--- config.mk ---
export PLATFORM = sky130hd
export DESIGN_NAME = dec3to8_pulse_flat
export DESIGN_NICKNAME = d
export VERILOG_FILES = /design/src/rtl/dec_pkg.sv /design/src/rtl/dec3to8_pulse_if.sv /design/src/rtl/dec3to8_comb.sv /design/src/rtl/dec3to8_pulse.sv /design/src/flat_wrapper.sv
export SDC_FILE = /design/constraint.sdc
export NUM_CORES = 1
export LEC_CHECK = 0
export BUFFER_PORTS_ARGS = -buffer_cell sky130_fd_sc_hd__buf_2
export CAP_MARGIN = 15
export CORE_MARGIN = 4
export CORE_UTILIZATION = 55
export DETAILED_ROUTE_END_ITERATION = 8
export GPL_TIMING_DRIVEN = 0
export PLACE_DENSITY = 0.78
export SYNTH_ARGS = -nofsm -noshare
export SYNTH_HDL_FRONTEND = slang
export SYNTH_SLANG_ARGS = --single-unit
--- constraint.sdc ---
create_clock -name clk -period 4.75 [get_ports clk]
set_input_delay 1.425 -clock clk [delete_from_list [all_inputs] [get_ports clk]]
set_output_delay 1.425 -clock clk [all_outputs]
set_load 0.02 [all_outputs]
--- src/rtl/dec_pkg.sv ---
// Shared definitions for the pulse decoder.
// Holds the FSM state encoding and the down-counter width used by
// dec3to8_pulse.
package dec_pkg;

  localparam int unsigned CNT_W   = 8;
  localparam int unsigned CNT_MAX = (1 << CNT_W) - 1;

  typedef logic [CNT_W-1:0] cnt_t;

  typedef enum logic [1:0] {
    IDLE  = 2'd0,
    DRIVE = 2'd1,
    GAP   = 2'd2
  } state_t;

endpackage

--- src/rtl/dec3to8_pulse_if.sv ---
// Handshake/output bundle for dec3to8_pulse.
//   en        : block enable (low aborts a pulse in progress)
//   in_valid  : in_code carries a code to decode
//   in_code   : 3-bit binary code
//   in_ready  : block accepts a code this cycle
//   y         : registered one-hot decode
//   out_valid : y is non-zero
//   busy      : pulse or post-pulse gap in progress
// master drives the request side; slave is the decoder.
interface dec3to8_pulse_if;
  logic       en;
  logic       in_valid;
  logic [2:0] in_code;
  logic       in_ready;
  logic [7:0] y;
  logic       out_valid;
  logic       busy;

  modport master (
    output en, in_valid, in_code,
    input  in_ready, y, out_valid, busy
  );

  modport slave (
    input  en, in_valid, in_code,
    output in_ready, y, out_valid, busy
  );
endinterface

--- src/rtl/dec3to8_comb.sv ---
// Purely combinational 3-to-8 one-hot decoder.
//   code   : binary code 0..7
//   onehot : onehot[k] = 1 iff code == k
module dec3to8_comb (
  input  logic [2:0] code,
  output logic [7:0] onehot
);

  always_comb begin
    onehot       = '0;
    onehot[code] = 1'b1;
  end

endmodule

--- src/rtl/dec3to8_pulse.sv ---
// Decodes an accepted 3-bit code into a one-hot pulse held for PULSE_LEN
// cycles, followed by GAP_LEN forced idle cycles before the next code.
//   clk : rising-edge clock
//   rst : asynchronous active-high reset
//   bus : en/in_valid/in_code in; in_ready/y/out_valid/busy out
// Parameters: PULSE_LEN (1..255), GAP_LEN (0..255).
module dec3to8_pulse
  import dec_pkg::*;
#(
  parameter int unsigned PULSE_LEN = 4,
  parameter int unsigned GAP_LEN   = 1
) (
  input  logic             clk,
  input  logic             rst,
  dec3to8_pulse_if.slave   bus
);

  if (PULSE_LEN < 1 || PULSE_LEN > CNT_MAX) begin : g_bad_pulse_len
    $error("dec3to8_pulse: PULSE_LEN out of range 1..255");
  end
  if (GAP_LEN > CNT_MAX) begin : g_bad_gap_len
    $error("dec3to8_pulse: GAP_LEN out of range 0..255");
  end

  state_t     state, state_nx;
  cnt_t       cnt, cnt_nx;
  logic [7:0] y_q, y_nx;
  logic [7:0] dec;

  dec3to8_comb u_dec (
    .code   (bus.in_code),
    .onehot (dec)
  );

  always_ff @(posedge clk or posedge rst) begin
    if (rst) begin
      state <= IDLE;
      cnt   <= '0;
      y_q   <= '0;
    end else begin
      state <= state_nx;
      cnt   <= cnt_nx;
      y_q   <= y_nx;
    end
  end

  // The counter holds "remaining cycles minus one" in DRIVE and GAP, so the
  // exit decision is taken on the edge where it already reads zero.
  always_comb begin
    state_nx = state;
    cnt_nx   = cnt;
    y_nx     = y_q;
    if (!bus.en) begin
      state_nx = IDLE;
      cnt_nx   = '0;
      y_nx     = '0;
    end else begin
      case (state)
        IDLE: begin
          if (bus.in_valid) begin
            state_nx = DRIVE;
            cnt_nx   = cnt_t'(PULSE_LEN - 1);
            y_nx     = dec;
          end
        end
        DRIVE: begin
          if (cnt == '0) begin
            y_nx = '0;
            if (GAP_LEN > 0) begin
              state_nx = GAP;
              cnt_nx   = cnt_t'(GAP_LEN - 1);
            end else begin
              state_nx = IDLE;
              cnt_nx   = '0;
            end
          end else begin
            cnt_nx = cnt - cnt_t'(1);
          end
        end
        GAP: begin
          if (cnt == '0) begin
            state_nx = IDLE;
          end else begin
            cnt_nx = cnt - cnt_t'(1);
          end
        end
        default: begin
          state_nx = IDLE;
          cnt_nx   = '0;
          y_nx     = '0;
        end
      endcase
    end
  end

  assign bus.in_ready  = (state == IDLE) && bus.en;
  assign bus.y         = y_q;
  assign bus.out_valid = |y_q;
  assign bus.busy      = (state != IDLE);

endmodule

--- src/flat_wrapper.sv ---
// flat-port wrapper written by rule: the top's interface ports become plain ports
module dec3to8_pulse_flat import dec_pkg::*;
#(
  parameter int unsigned PULSE_LEN = 4,
  parameter int unsigned GAP_LEN   = 1
)
  (clk, rst, bus_en, bus_in_valid, bus_in_code, bus_in_ready, bus_y, bus_out_valid, bus_busy);
  dec3to8_pulse_if bus_i ();
  input  logic clk;
  input  logic rst;
  input wire logic [$bits(bus_i.en)-1:0] bus_en;
  input wire logic [$bits(bus_i.in_valid)-1:0] bus_in_valid;
  input wire logic [$bits(bus_i.in_code)-1:0] bus_in_code;
  output wire logic [$bits(bus_i.in_ready)-1:0] bus_in_ready;
  output wire logic [$bits(bus_i.y)-1:0] bus_y;
  output wire logic [$bits(bus_i.out_valid)-1:0] bus_out_valid;
  output wire logic [$bits(bus_i.busy)-1:0] bus_busy;
  assign bus_i.en = bus_en;
  assign bus_i.in_valid = bus_in_valid;
  assign bus_i.in_code = bus_in_code;
  assign bus_in_ready = bus_i.in_ready;
  assign bus_y = bus_i.y;
  assign bus_out_valid = bus_i.out_valid;
  assign bus_busy = bus_i.busy;
  dec3to8_pulse #(.PULSE_LEN(PULSE_LEN), .GAP_LEN(GAP_LEN)) u_core (.clk(clk), .rst(rst), .bus(bus_i));
endmodule
==> results.py <==
metrics = {
    "clock_network": {
        "clock_sinks": 18,
        "worstSkewPairLatency_ns": 0.29,
        "cts.clk_slew.worst_paths_ns": 0.10,
        "numCtsBuffers": 3,
        "cts_root_buf": "clkbuf_4",
        "htreeDepth": 1,
        "hold_buffers": 0,
        "cts_resized": 0,
        "cts_tree": "built",
        "ctsLongestPathBuffers": 2,
        "postCtsSetupBuffers": 0,
    },
    "worst_setup_path": {
        "start_kind": "primary input",
        "critPathMostFrequentCell": "buf_2",
        "cp_data_arrival_time_ns": 2.20,
        "r2r_end": "u_core.cnt[1]$_DFFE_PP0P_",
        "worstSetupPathType": "primary input to output port",
        "reg2reg_from": "u_core.cnt[3]$_DFFE_PP0P_",
        "crit_buf_inv": 3,
        "cpLargestDelayFamily": "buffers and inverters",
        "slowest_stage": "clkinv_1",
        "cp-end-kind": "output port",
        "endpoint": "bus_in_ready",
        "path_max_fanout": 10,
        "rr_worst_depth": 4,
        "crit_start": "bus_en",
        "path_depth": 4,
        "cp.required_ns": 3.32,
        "r2r_slack_ns": 2.70,
        "path_cells": "buf_2, clkinv_1, nor2_1, buf_2",
        "slowest_delay_ns": 0.27,
    },
    "grt": {
        "antenna_found_initial": 0,
        "grt_pass1_wl_mm": 4.00,
        "grt_overflow": 0,
        "met2_usage": 0.324,
        "grt_max_degree": 19,
        "track_usage": 0.192,
        "grtUsageMet1": 0.243,
        "grt-busiest-layer": "met2",
        "gr-usage-met3": 0.0338,
        "grt_pass1_vias": 926,
    },
    "min_path": {
        "worstHoldPathType": "flop to flop",
        "min-delay-start": "u_core.bus.y[6]$_DFFE_PP0P_",
    },
    "drt": {
        "avgViaCountPerCell": 6.08,
        "totalWireLength_mm": 2.39,
        "vias": 1010,
        "ant_nets": 0,
        "avgRoutedWirePerCell_um": 14.4,
        "drtIter0Drc": 23,
        "drc": 0,
        "drt_pass1_iterations": 4,
    },
    "timing": {
        "finalSetupViolCount": 0,
        "hold_viol": 0,
        "finalSetupTns_ns": 0,
        "tightest_slew_ns": 0.672,
        "grt_setup_unrepaired": "false",
        "fin_hold_ws_ns": 0.556,
        "period_share": 0.763,
        "finalCriticalPeriod_ns": 3.63,
        "slew_viol_final": 0,
        "fin_skew_ns": 0.00191,
        "maxSlewHeadroom": 0.551,
        "max_freq_mhz": 276,
    },
    "logic_synthesis": {
        "yosysWarnings": 0,
        "syn_nets": 126,
        "synth_cell_types": 44,
        "synth_area_mm2": 0.00113,
        "synth-main-ff-cell": "dfrtp_1",
        "ys_seq_area_frac": 0.399,
        "ys_ff_latch": 18,
        "synth_edf_count": 0,
        "syn_avg_cell_area_um2": 9.57,
        "async_reset_ff_frac": 1.00,
        "netlist_instances": 118,
    },
    "die": {
        "pin_count": 18,
        "start_util": 0.576,
        "dieArea_mm2": 0.00284,
        "fp-row-count": 16,
        "fp.coreArea_mm2": 0.00196,
        "dieHeight_um": 53.3,
        "die_w_um": 53.3,
    },
    "place": {
        "gp_congestion": 0.890,
        "numPortBuffers": 17,
        "dpl.hpwl_mm": 1.81,
    },
    "run": {
        "max-cap-violations": 0,
    },
    "finish": {
        "antenna_cells": 0,
        "seqCellArea_um2": 450,
        "fillers": 175,
        "final_nets": 148,
        "drive_gt1_frac": 0.288,
        "syn_to_final_growth_pct": 13.7,
        "multiInputGateArea_um2": 631,
    },
    "power": {
        "swShare": 0.427,
        "power.leakage_nw": 0.584,
        "p_clk_frac": 0.142,
        "ir_drop_v": 0.000330,
        "totalPowerFinal_uw": 656,
        "power.density_mw_per_mm2": 511,
        "intPower_uw": 376,
        "combPwrFrac": 0.518,
        "p_seq_frac": 0.340,
        "p_switching_uw": 280,
    },
    "status": {
        "status": "complete, no violations",
    },
}
[through the flow]
stage	utilization	instance area, µm²	std cells	setup WS, ns
detailed placement	0.636	1250	162	1.13
CTS	0.655	1280	166	1.13
finish	0.655	1280	166	1.12
global route	0.655	1280	166	1.03
global placement	0.636	1250	162	1.16
floorplan	-	1130	118	1.40
[layout by cell type, fill, tap and decap left out, types with 2 or more instances in the layout]
cell type and count:
clkbuf_4 3, buf_2 20, or2b_2 3, a2111o_1 2, inv_1 4, nand2_1 6, nor4_1 4, nor2_1 8
a21oi_1 13, o32ai_1 2, dfrtp_1 18, a211o_1 7, or3_1 2, o31ai_1 2, nor3_1 2, o21ai_0 3
nand2b_1 3, nand3_1 9
[how the worst min path moves through the flow]
stage                                  endpoint  slack, ns  cells after the start
finish              u_core.bus.y[6]$_DFFE_PP0P_       0.56                      2
global route        u_core.bus.y[7]$_DFFE_PP0P_       0.58                      2
floorplan             u_core.cnt[1]$_DFFE_PP0P_       0.50                      1
CTS                 u_core.bus.y[6]$_DFFE_PP0P_       0.56                      2
detailed placement    u_core.cnt[1]$_DFFE_PP0P_       0.54                      1
global placement      u_core.cnt[1]$_DFFE_PP0P_       0.52                      1
[layer usage]
| metal | vias to the layer above | wire length [µm] |
|---|---|---|
| met4 | 0 | 18 |
| met2 | 24 | 1150 |
| met3 | 2 | 128 |
| met5 | - | 0 |
| li1 | 496 | - |
| met1 | 488 | 1090 |
[worst min-delay path, cell delays in order, from the launching register on]
cell and delay, ns:
dfrtp_1 0.40, nand3_1 0.07, a21oi_1 0.05
[cells by family (layout without fill, tap and decap cells)]
kind of cell	count (synthesis)	count (layout)	synth area share
multiplexers	1	1	0.0133
XOR/XNOR	1	1	0.00775
buffers and inverters	10	31	0.0432
AND/OR/NAND/NOR	52	52	0.307
adder cells (fa/ha/maj)	1	1	0.0111
flip-flops	18	18	0.399
AO/OA/AOI/OAI	35	35	0.219
[final cells by class]
| cell class | count | area share |
|---|---|---|
| multi-input cells | 90 | 0.491 |
| flip-flops and latches | 18 | 0.351 |
| repair buffers | 17 | 0.0662 |
| clock buffers | 4 | 0.0282 |
| well taps | 27 | 0.0263 |
| plain buffers | 5 | 0.0234 |
| inverters | 5 | 0.0146 |
[power groups by stage]
stage	clock network, mW	logic (mW)	registers, mW
final	0.0931	0.340	0.223
after global routing	0.104	0.376	0.230
after CTS	0.0964	0.340	0.223
after detailed placement	0	0.337	0.226
after global placement	0	0.327	0.224
after floorplan	0	0.266	0.222
[sequential cells by signal (all words and copies together), names as in the netlist]
name and cells:
u_core.bus.y 8, u_core.cnt 8, u_core.state 2
[synth_stat cells (2+ instances only)]
master	instances	area [µm²]
inv_1	4	15.0
or3_1	2	12.5
nand2_1	6	22.5
o21ai_0	3	15.0
a2111o_1	2	22.5
o31ai_1	2	15.0
nand2b_1	3	18.8
dfrtp_1	18	450
o32ai_1	2	17.5
buf_2	3	15.0
nor3_1	2	10.0
nand3_1	9	45.0
a211o_1	7	61.3
or2b_2	3	26.3
a21oi_1	13	65.1
nor2_1	8	30.0
nor4_1	4	25.0
Power figures use the tool's default switching activity.
